--- config.mk ---
export PLATFORM = sky130hd
export DESIGN_NAME = seatbelt_sensor_conditioner
export DESIGN_NICKNAME = d
export VERILOG_FILES = /design/src/rtl/seatbelt_sensor_conditioner.sv
export SDC_FILE = /design/constraint.sdc
export NUM_CORES = 1
export LEC_CHECK = 0
export BUFFER_PORTS_ARGS = -buffer_cell sky130_fd_sc_hd__buf_2
export CAP_MARGIN = 10
export CORE_MARGIN = 2
export CORE_UTILIZATION = 23
export CTS_CLUSTER_DIAMETER = 200
export CTS_CLUSTER_SIZE = 28
export DETAILED_ROUTE_END_ITERATION = 7
export GPL_TIMING_DRIVEN = 0
export MAX_ROUTING_LAYER = met4
export SLEW_MARGIN = 20
export SYNTH_ARGS = -nofsm -noshare
export SYNTH_HDL_FRONTEND = slang
export SYNTH_SLANG_ARGS = --single-unit
--- constraint.sdc ---
create_clock -name clk -period 2.25 [get_ports clk]
set_clock_uncertainty 0.2 [all_clocks]
set_input_delay 0.225 -clock clk [delete_from_list [all_inputs] [get_ports clk]]
set_output_delay 0.225 -clock clk [all_outputs]
set_load 0.01 [all_outputs]
--- src/rtl/seatbelt_sensor_conditioner.sv ---
// Seatbelt sensor conditioner: synchronizes and debounces buckle and occupancy
// inputs, then flags settled state and output changes for the light logic.

module seatbelt_debounce_chan #(
   parameter int N = 4
) (
   input  logic clk,
   input  logic reset_n,
   input  logic raw,
   output logic q,
   output logic flip
);

   localparam int CW = $clog2(N);
   localparam logic [CW-1:0] LAST = CW'(N - 1);

   logic [1:0]    sync;
   logic [CW-1:0] cnt;
   logic          differ;

   assign differ = sync[1] != q;
   assign flip   = differ && (cnt == LAST);

   // A single cycle of agreement restarts the count from zero.
   always_ff @(posedge clk or negedge reset_n) begin
      if (!reset_n) begin
         sync <= '0;
         cnt  <= '0;
         q    <= 1'b0;
      end else begin
         sync <= {sync[0], raw};
         if (flip) begin
            cnt <= '0;
            q   <= ~q;
         end else if (differ) begin
            cnt <= cnt + CW'(1);
         end else begin
            cnt <= '0;
         end
      end
   end

endmodule

module seatbelt_sensor_conditioner #(
   parameter int DEB_CYCLES = 4,
   parameter int OCC_CYCLES = 16
) (
   input  logic clk,
   input  logic reset_n,
   input  logic raw_dbi,
   input  logic raw_pbi,
   input  logic raw_occ,
   output logic DBI,
   output logic PBI,
   output logic P,
   output logic valid,
   output logic change_stb
);

   localparam int VALID_AT = OCC_CYCLES + 3;
   localparam int SW = $clog2(VALID_AT + 1);
   localparam logic [SW-1:0] SETTLED = SW'(VALID_AT);

   logic          flip_dbi;
   logic          flip_pbi;
   logic          flip_occ;
   logic          any_flip;
   logic [SW-1:0] st_cnt;
   logic [SW-1:0] st_nxt;
   logic          valid_nxt;

   seatbelt_debounce_chan #(
      .N(DEB_CYCLES)
   ) u_dbi (
      .clk    (clk),
      .reset_n(reset_n),
      .raw    (raw_dbi),
      .q      (DBI),
      .flip   (flip_dbi)
   );

   seatbelt_debounce_chan #(
      .N(DEB_CYCLES)
   ) u_pbi (
      .clk    (clk),
      .reset_n(reset_n),
      .raw    (raw_pbi),
      .q      (PBI),
      .flip   (flip_pbi)
   );

   seatbelt_debounce_chan #(
      .N(OCC_CYCLES)
   ) u_occ (
      .clk    (clk),
      .reset_n(reset_n),
      .raw    (raw_occ),
      .q      (P),
      .flip   (flip_occ)
   );

   assign any_flip = flip_dbi | flip_pbi | flip_occ;

   // Startup counter saturates once the slowest channel has had time to settle.
   always_comb begin
      st_nxt = st_cnt;
      if (st_cnt != SETTLED) begin
         st_nxt = st_cnt + SW'(1);
      end
   end

   assign valid_nxt = st_nxt == SETTLED;
   assign valid     = st_cnt == SETTLED;

   always_ff @(posedge clk or negedge reset_n) begin
      if (!reset_n) begin
         st_cnt     <= '0;
         change_stb <= 1'b0;
      end else begin
         st_cnt     <= st_nxt;
         change_stb <= any_flip && valid_nxt;
      end
   end

endmodule

==> summary.md, run 1 <==
| Metric | Value |
|---|---|
| Seq cells post-synth | `23` |
| Fin. max-slew vios | `0` |
| RePlAce Congestion | `~0.65` |
| CTS tree | `done` |
| Total GRT Usage | `between 7 and 8%` |
| Critical path fanouts, max | `6` |
| Min Tclk post-route | `1850 ps` |
| Cts bufs inserted | `3` |
| Area Overhead vs Synth | `21.1%` |
| Design Area, Final | `around 0.0011 mm2` |
| Req. time, crit path | `1820 ps` |
| DP Wirelength | `roughly 940 um` |
| Avg Cell Area, Syn | `between 10 and 15 um2` |
| FMAX | `between 0.5 and 0.6 GHz` |
| Hold WS | `153 ps` |
| Synth warn | `0` |
| Longest Clk Path Bufs | `2` |
| Post-route setup TNS | `0 ps` |
| DIE WIDTH | `~67 um` |
| Io pins | `10` |
| Via-to-Cell Ratio | `4.02` |
| Initial antenna violation count | `0` |
| CTS sink cnt | `23` |
| Fin util | `approximately 30%` |
| Die area | `approximately 0.0045 mm2` |
| Syn nets | `75` |
| DRT iter0 DRCs | `1` |
| Cell taking the most area after synthesis | `dfrtp_1` |
| Endpoint class of the critical path | `primary output` |
| Largest net degree at the start of global routing | `24` |
| Diodes inserted | `0` |
| # nets final | `93` |
| Relative slew margins | `approximately two thirds` |
| Maximum VDD drop | `between 0.0004 and 0.0005 V` |
| Final ANT Viol Nets | `0` |
| # rows | `22` |
| Pleak | `0.493 nW` |
| Total Wirelength | `1280 um` |
| Share of cells above drive strength 1 | `between 20% and 30%` |
| Outcome | `finished clean` |
| Clk_lat worst skew | `~260 ps` |
| Routed via count | `roughly 530` |
| Number of global-route vias before repair | `about 550` |
| Seq/Total Area, Yosys | `a little under two thirds` |
| Critical Path AT | `about 1400 ps` |
| Mapped Area | `about 910 um2` |
| RSZ-0062 raised after global routing | `false` |
| Post-Synthesis Cells | `66` |
| Starting density of the core | `between 20% and 30%` |
| Final setup viols | `0` |
| Core Box Area | `between 0.003 and 0.004 mm2` |
| H-tree depth | `1` |
| GRT overflow | `0` |
| Max-Cap Viols | `0` |
| Port bufs | `9` |
| Type of the worst setup path | `flop to primary output` |
| # DRC | `0` |
| Library cells used by synthesis | `22` |
| Clock transition at path regs | `roughly 80 ps` |
| Yosys top cell area share | `63.4%` |
| Die Height | `66.8 um` |
| PwrDens | `between 800 and 900 mW/mm2` |
| CTS Root Cell | `clkbuf_8` |
| Hold Path Class | `flop to flop` |
| Drt pass-1 iters | `3` |
| Worst Max-Slew Pin Slew | `approximately 500 ps` |
| Dpl cell area | `0.00101 mm2` |
| Final Hold Fails | `0` |
| Fin crit share | `82.2%` |
| Worst setup SP type | `flop` |
| Post-CTS setup buffer count | `0` |
| Synth top area cells | `dfrtp_1 63%, xnor2_1 7.7%, ha_1 5.5%, mux2_2 3.7%, nand3_1 2.2%` |
| First-pass GRT wire length | `around 2300 um` |
| DR WL/cell | `9.73 um` |
[synthesized netlist by cell type, drive strengths merged]
cell,instances
o21ai,2
nand2,1
nor2b,1
mux2i,1
mux2,4
inv,2
nor2,5
nor3b,2
nand2b,2
nand3,4
nor3,2
xor2,1
a21oi,1
o22ai,1
or2b,1
dfrtp,23
xnor2,8
ha,4
and4bb,1
[sequential cells by signal, summed over array words and instances, names as in the netlist]
signal      cells
change_stb      1
u_pbi.q         1
u_pbi.sync      2
u_occ.sync      2
u_occ.cnt       4
u_occ.q         1
u_dbi.sync      2
u_pbi.cnt       2
st_cnt          5
u_dbi.q         1
u_dbi.cnt       2
[critical path, stage by stage (launching register included)]
cell and delay (ps):
dfrtp_1 440, ha_1 290, and4bb_4 290, buf_2 130
[cell families after synthesis]
group | share of synthesized area [%]
DFF | 63.4
xor gates and xnor gates | 8.68
muxes | 6.47
AOI/OAI and AO/OA | 2.75
buffers and inverters | 0.827
adders and majority gates | 5.51
and+or+nand+nor | 12.4
[cell type report]
class                      instances  area (um2)
sequential                        23         576
tap                               48        60.1
clock inverter                     1        5.00
clock buffer                       3        41.3
multi-input combinational         41         325
inverter                           2        7.51
fill                             389        2620
timing repair buffer              13        85.1
[timing repair]
action                                 CTS  global route
endpoints found under the hold margin   26             0
gates resized for setup                  0             0
hold buffers                             4             0
[placed cells by master, fill, tap and decap left out, drive strengths merged]
master,netlist,final
mux2,4,4
clkbuf,0,3
nand2b,2,2
nor2,5,5
o21ai,2,2
inv,2,2
nor2b,1,1
dlygate4sd3,0,4
clkinv,0,1
and4bb,1,1
nand2,1,1
dfrtp,23,23
a21oi,1,1
nor3b,2,2
xnor2,8,8
xor2,1,1
nand3,4,4
o22ai,1,1
buf,0,9
mux2i,1,1
or2b,1,1
ha,4,4
nor3,2,2
[metal layers]
layer | GRT usage [%] | vias to the layer above | wire [um]
met4 | 3.83 | 0 | 25
li1 | - | 255 | -
met1 | 7.98 | 259 | 601
met5 | - | - | 0
met3 | 2.53 | 3 | 51
met2 | 11.5 | 9 | 596
[per-stage QoR]
stage	total power, mW	instances	setup WS [ps]
5_1_grt	0.997	131	314
2_1_floorplan	0.626	66	578
6_report	0.925	131	401
3_3_place_gp	0.675	123	509
4_1_cts	0.950	131	367
3_5_place_dp	0.685	123	485
[path summary, 6_finish.rpt]
| check | startpoint | to | slack, ps | cells after the start |
|---|---|---|---|---|
| worst max register to register | st_cnt[0]$_DFF_PN0_ | change_stb$_DFF_PN0_ | 480 | 5 |
| min in group asynchronous | reset_n | u_occ.sync[1]$_DFF_PN0_ | 250 | 2 |
| max in group asynchronous | reset_n | u_occ.q$_DFFE_PN0N_ | 1250 | 2 |
| worst min register to register | u_pbi.sync[0]$_DFF_PN0_ | u_pbi.sync[1]$_DFF_PN0_ | 150 | 0 |
| worst max-delay path | st_cnt[0]$_DFF_PN0_ | valid | 400 | 3 |
| worst min-delay path | u_pbi.sync[0]$_DFF_PN0_ | u_pbi.sync[1]$_DFF_PN0_ | 150 | 0 |
[power by group]
group	total [mW]	internal, mW	switching, mW
Clock	0.251	0.123	0.127
Sequential	0.508	0.474	0.0342
Combinational	0.166	0.0886	0.0777
Total	0.925	0.686	0.239
No activity file was read; power rests on OpenSTA's default activity.
==> run 2, diff against run 1 <==
==> constraint.sdc (replaced) <==
create_clock -name clk -period 1.85 [get_ports clk]
set_clock_uncertainty 0.2 [all_clocks]
set_input_delay 0.185 -clock clk [delete_from_list [all_inputs] [get_ports clk]]
set_output_delay 0.185 -clock clk [all_outputs]
set_load 0.01 [all_outputs]
==> summary.md, run 2 (synthesis gave the netlist of run 1 again) <==
| Metric | Value |
|---|---|
| Outcome | `finished clean (unchanged)` |
| Port bufs | `9 (unchanged)` |
| Cts bufs inserted | `3 (unchanged)` |
| Io pins | `10 (unchanged)` |
| Reg area | `576 um2 (unchanged)` |
| Final Hold Fails | `0 (unchanged)` |
| Pleak | `0.492 nW (was 0.493 nW)` |
| HP Start | `u_pbi.sync[0]$_DFF_PN0_ (unchanged)` |
| Endpoint class of the critical path | `primary output (unchanged)` |
| Die Height | `66.8 um (unchanged)` |
| CTS sink cnt | `23 (unchanged)` |
| Final setup viols | `0 (unchanged)` |
| Commonest non-fill, non-tap cells in the layout | `23 x dfrtp_1, 9 x buf_2, 8 x xnor2_1 (unchanged)` |
| DR WL/cell | `9.76 um (was 9.73 um)` |
| Req. time, crit path | `1460 ps (was 1820 ps)` |
| Worst R2R Start | `st_cnt[0]$_DFF_PN0_ (unchanged)` |
| Total Wirelength | `1280 um (about the same)` |
| PwrDens | `1020 mW/mm2 (was 841 mW/mm2)` |
| Drt pass-1 iters | `3 (unchanged)` |
| Longest Clk Path Bufs | `2 (unchanged)` |
| Clk_lat worst skew | `260 ps (about the same)` |
| FMAX | `around 0.57 GHz` |
| Starting density of the core | `24.4% (unchanged)` |
| H-tree depth | `1 (unchanged)` |
| Worst setup SP type | `flop (unchanged)` |
| Type of the worst setup path | `flop to primary output (unchanged)` |
| Post-route setup TNS | `0 ps (unchanged)` |
| Share of cells above drive strength 1 | `25.3% (was 24.1%)` |
| Buf/Inv on CP | `1 (unchanged)` |
| Inst Count DP | `123 (unchanged)` |
| Critical Path AT | `1380 ps (was 1420 ps)` |
| # fillers | `387 (was 389)` |
| Critical path fanouts, max | `6 (unchanged)` |
| Largest net degree at the start of global routing | `24 (unchanged)` |
| Max incr delay on CP | `440 ps (about the same)` |
| Regs by FF count | `st_cnt x5, u_occ.cnt x4 (unchanged)` |
| DP Wirelength | `938 um (unchanged)` |
| Final std cells w/o fill | `131 (unchanged)` |
| Fin crit share | `95.6%` |
| CTS Root Cell | `clkbuf_8 (unchanged)` |
| Number of global-route vias before repair | `554 (unchanged)` |
| Core Box Area | `0.00372 mm2 (unchanged)` |
| # nets final | `93 (unchanged)` |
| # DRC | `0 (unchanged)` |
| Slowest-stage cell, CP | `dfrtp_1 (unchanged)` |
| GRT overflow | `0 (unchanged)` |
| Routed via count | `529 (was 526)` |
| Fin. max-slew vios | `0 (unchanged)` |
| Worst Max-Slew Pin Slew | `501 ps (about the same)` |
| Family with the most delay on the worst path | `flip-flops (unchanged)` |
| Initial antenna violation count | `0 (unchanged)` |
| Crit-path cells | `ha_2 -> and4bb_4 -> buf_2 (was ha_1 -> and4bb_4 -> buf_2)` |
| RePlAce Congestion | `0.649 (unchanged)` |
| Final ANT Viol Nets | `0 (unchanged)` |
| Post-CTS setup buffer count | `0 (unchanged)` |
| # rows | `22 (unchanged)` |
| Via-to-Cell Ratio | `4.04 (was 4.02)` |
| Relative slew margins | `66.6% (about the same)` |
| Max-Cap Viols | `0 (unchanged)` |
| Biggest register | `st_cnt (unchanged)` |
| Area Overhead vs Synth | `21.4% (was 21.1%)` |
| RSZ-0062 raised after global routing | `false (unchanged)` |
| First-pass GRT wire length | `2320 um (unchanged)` |
| Clock transition at path regs | `80 ps (about the same)` |
| Diodes inserted | `0 (unchanged)` |
| Total GRT Usage | `7.23% (unchanged)` |
| Min Tclk post-route | `roughly 1800 ps` |
| Die area | `0.00447 mm2 (unchanged)` |
| DRT iter0 DRCs | `1 (unchanged)` |
| Largest register FFs | `5 (unchanged)` |
| Multi-input logic area | `328 um2 (was 325 um2)` |
| Setup crit start | `st_cnt[0]$_DFF_PN0_ (unchanged)` |
| DIE WIDTH | `66.8 um (unchanged)` |
| CTS tree | `done (unchanged)` |
| Hold Path Class | `flop to flop (unchanged)` |
| Most common cell after layout, fill and taps aside | `dfrtp_1 (unchanged)` |
| Maximum VDD drop | `0.000491 V (was 0.000404 V)` |
[run 2: changes by cell type in the layout (fill, tap and decap cells not counted)]
cell	before	now
ha_1	4	3
ha_2	0	1
[run 2: what timing repair did]
action,in CTS,in global routing
endpoints found under the hold margin,26,0
setup endpoints to repair,0,1
hold buffers,4,0
gates resized for setup,0,1
[run 2: worst register-to-register path, delay by kind of cell, from the launching register on]
kind | cells | cell delay (ps)
flip-flops | 1 | 440
AND/OR/NAND/NOR | 2 | 330
multiplexers | 1 | 320
AO/OA/AOI/OAI | 1 | 70
adder cells (fa/ha/maj) | 1 | 270
[run 2: worst paths after layout]
path                                            to  slack [ps]  cells past startpoint
setup / recovery                             valid          80                      3
hold / removal             u_pbi.sync[1]$_DFF_PN0_         150                      0
setup reg to reg              change_stb$_DFF_PN0_         120                      5
hold reg to reg            u_pbi.sync[1]$_DFF_PN0_         150                      0
max in group asynchronous      u_occ.q$_DFFE_PN0N_         890                      2
min in group asynchronous  u_occ.sync[1]$_DFF_PN0_         210                      2
[run 2: power by group]
group	total, mW	internal [mW]	switching [mW]	leakage (nW)
Sequential	0.617	0.576	0.0413	0.281
Clock	0.305	0.150	0.155	0.0255
Combinational	0.202	0.108	0.0945	0.186
[run 2: final cells by class]
type / instances / share of cell area [%]
repair buffers: 13 / 7.72
clock buffers: 3 / 3.75
well taps: 48 / 5.45
flip-flops and latches: 23 / 52.2
clock inverters: 1 / 0.454
multi-input cells: 41 / 29.7
inverters: 2 / 0.681
[run 2: through the flow]
stage          setup WS, ps  power (mW)  utilization (%)  cell area (um2)  hold slack (ps)
6_report               80.8        1.12             29.7             1100              153
5_1_grt                5.04        1.21             29.7             1100              162
4_1_cts                6.89        1.15             29.6             1100              154
3_5_place_dp           85.2       0.833             27.3             1010            -13.3
3_3_place_gp            109       0.821             27.3             1010            -23.4
2_1_floorplan           178       0.762                -              908             -311
[run 2: metal layers]
| metal | track usage (%) | vias to the layer above | wire (um) |
|---|---|---|---|
| met1 | 7.98 | 262 | 597 |
| met3 | 2.53 | 3 | 51 |
| met2 | 11.5 | 9 | 604 |
| li1 | - | 255 | - |
| met5 | - | - | 0 |
| met4 | 3.83 | 0 | 25 |
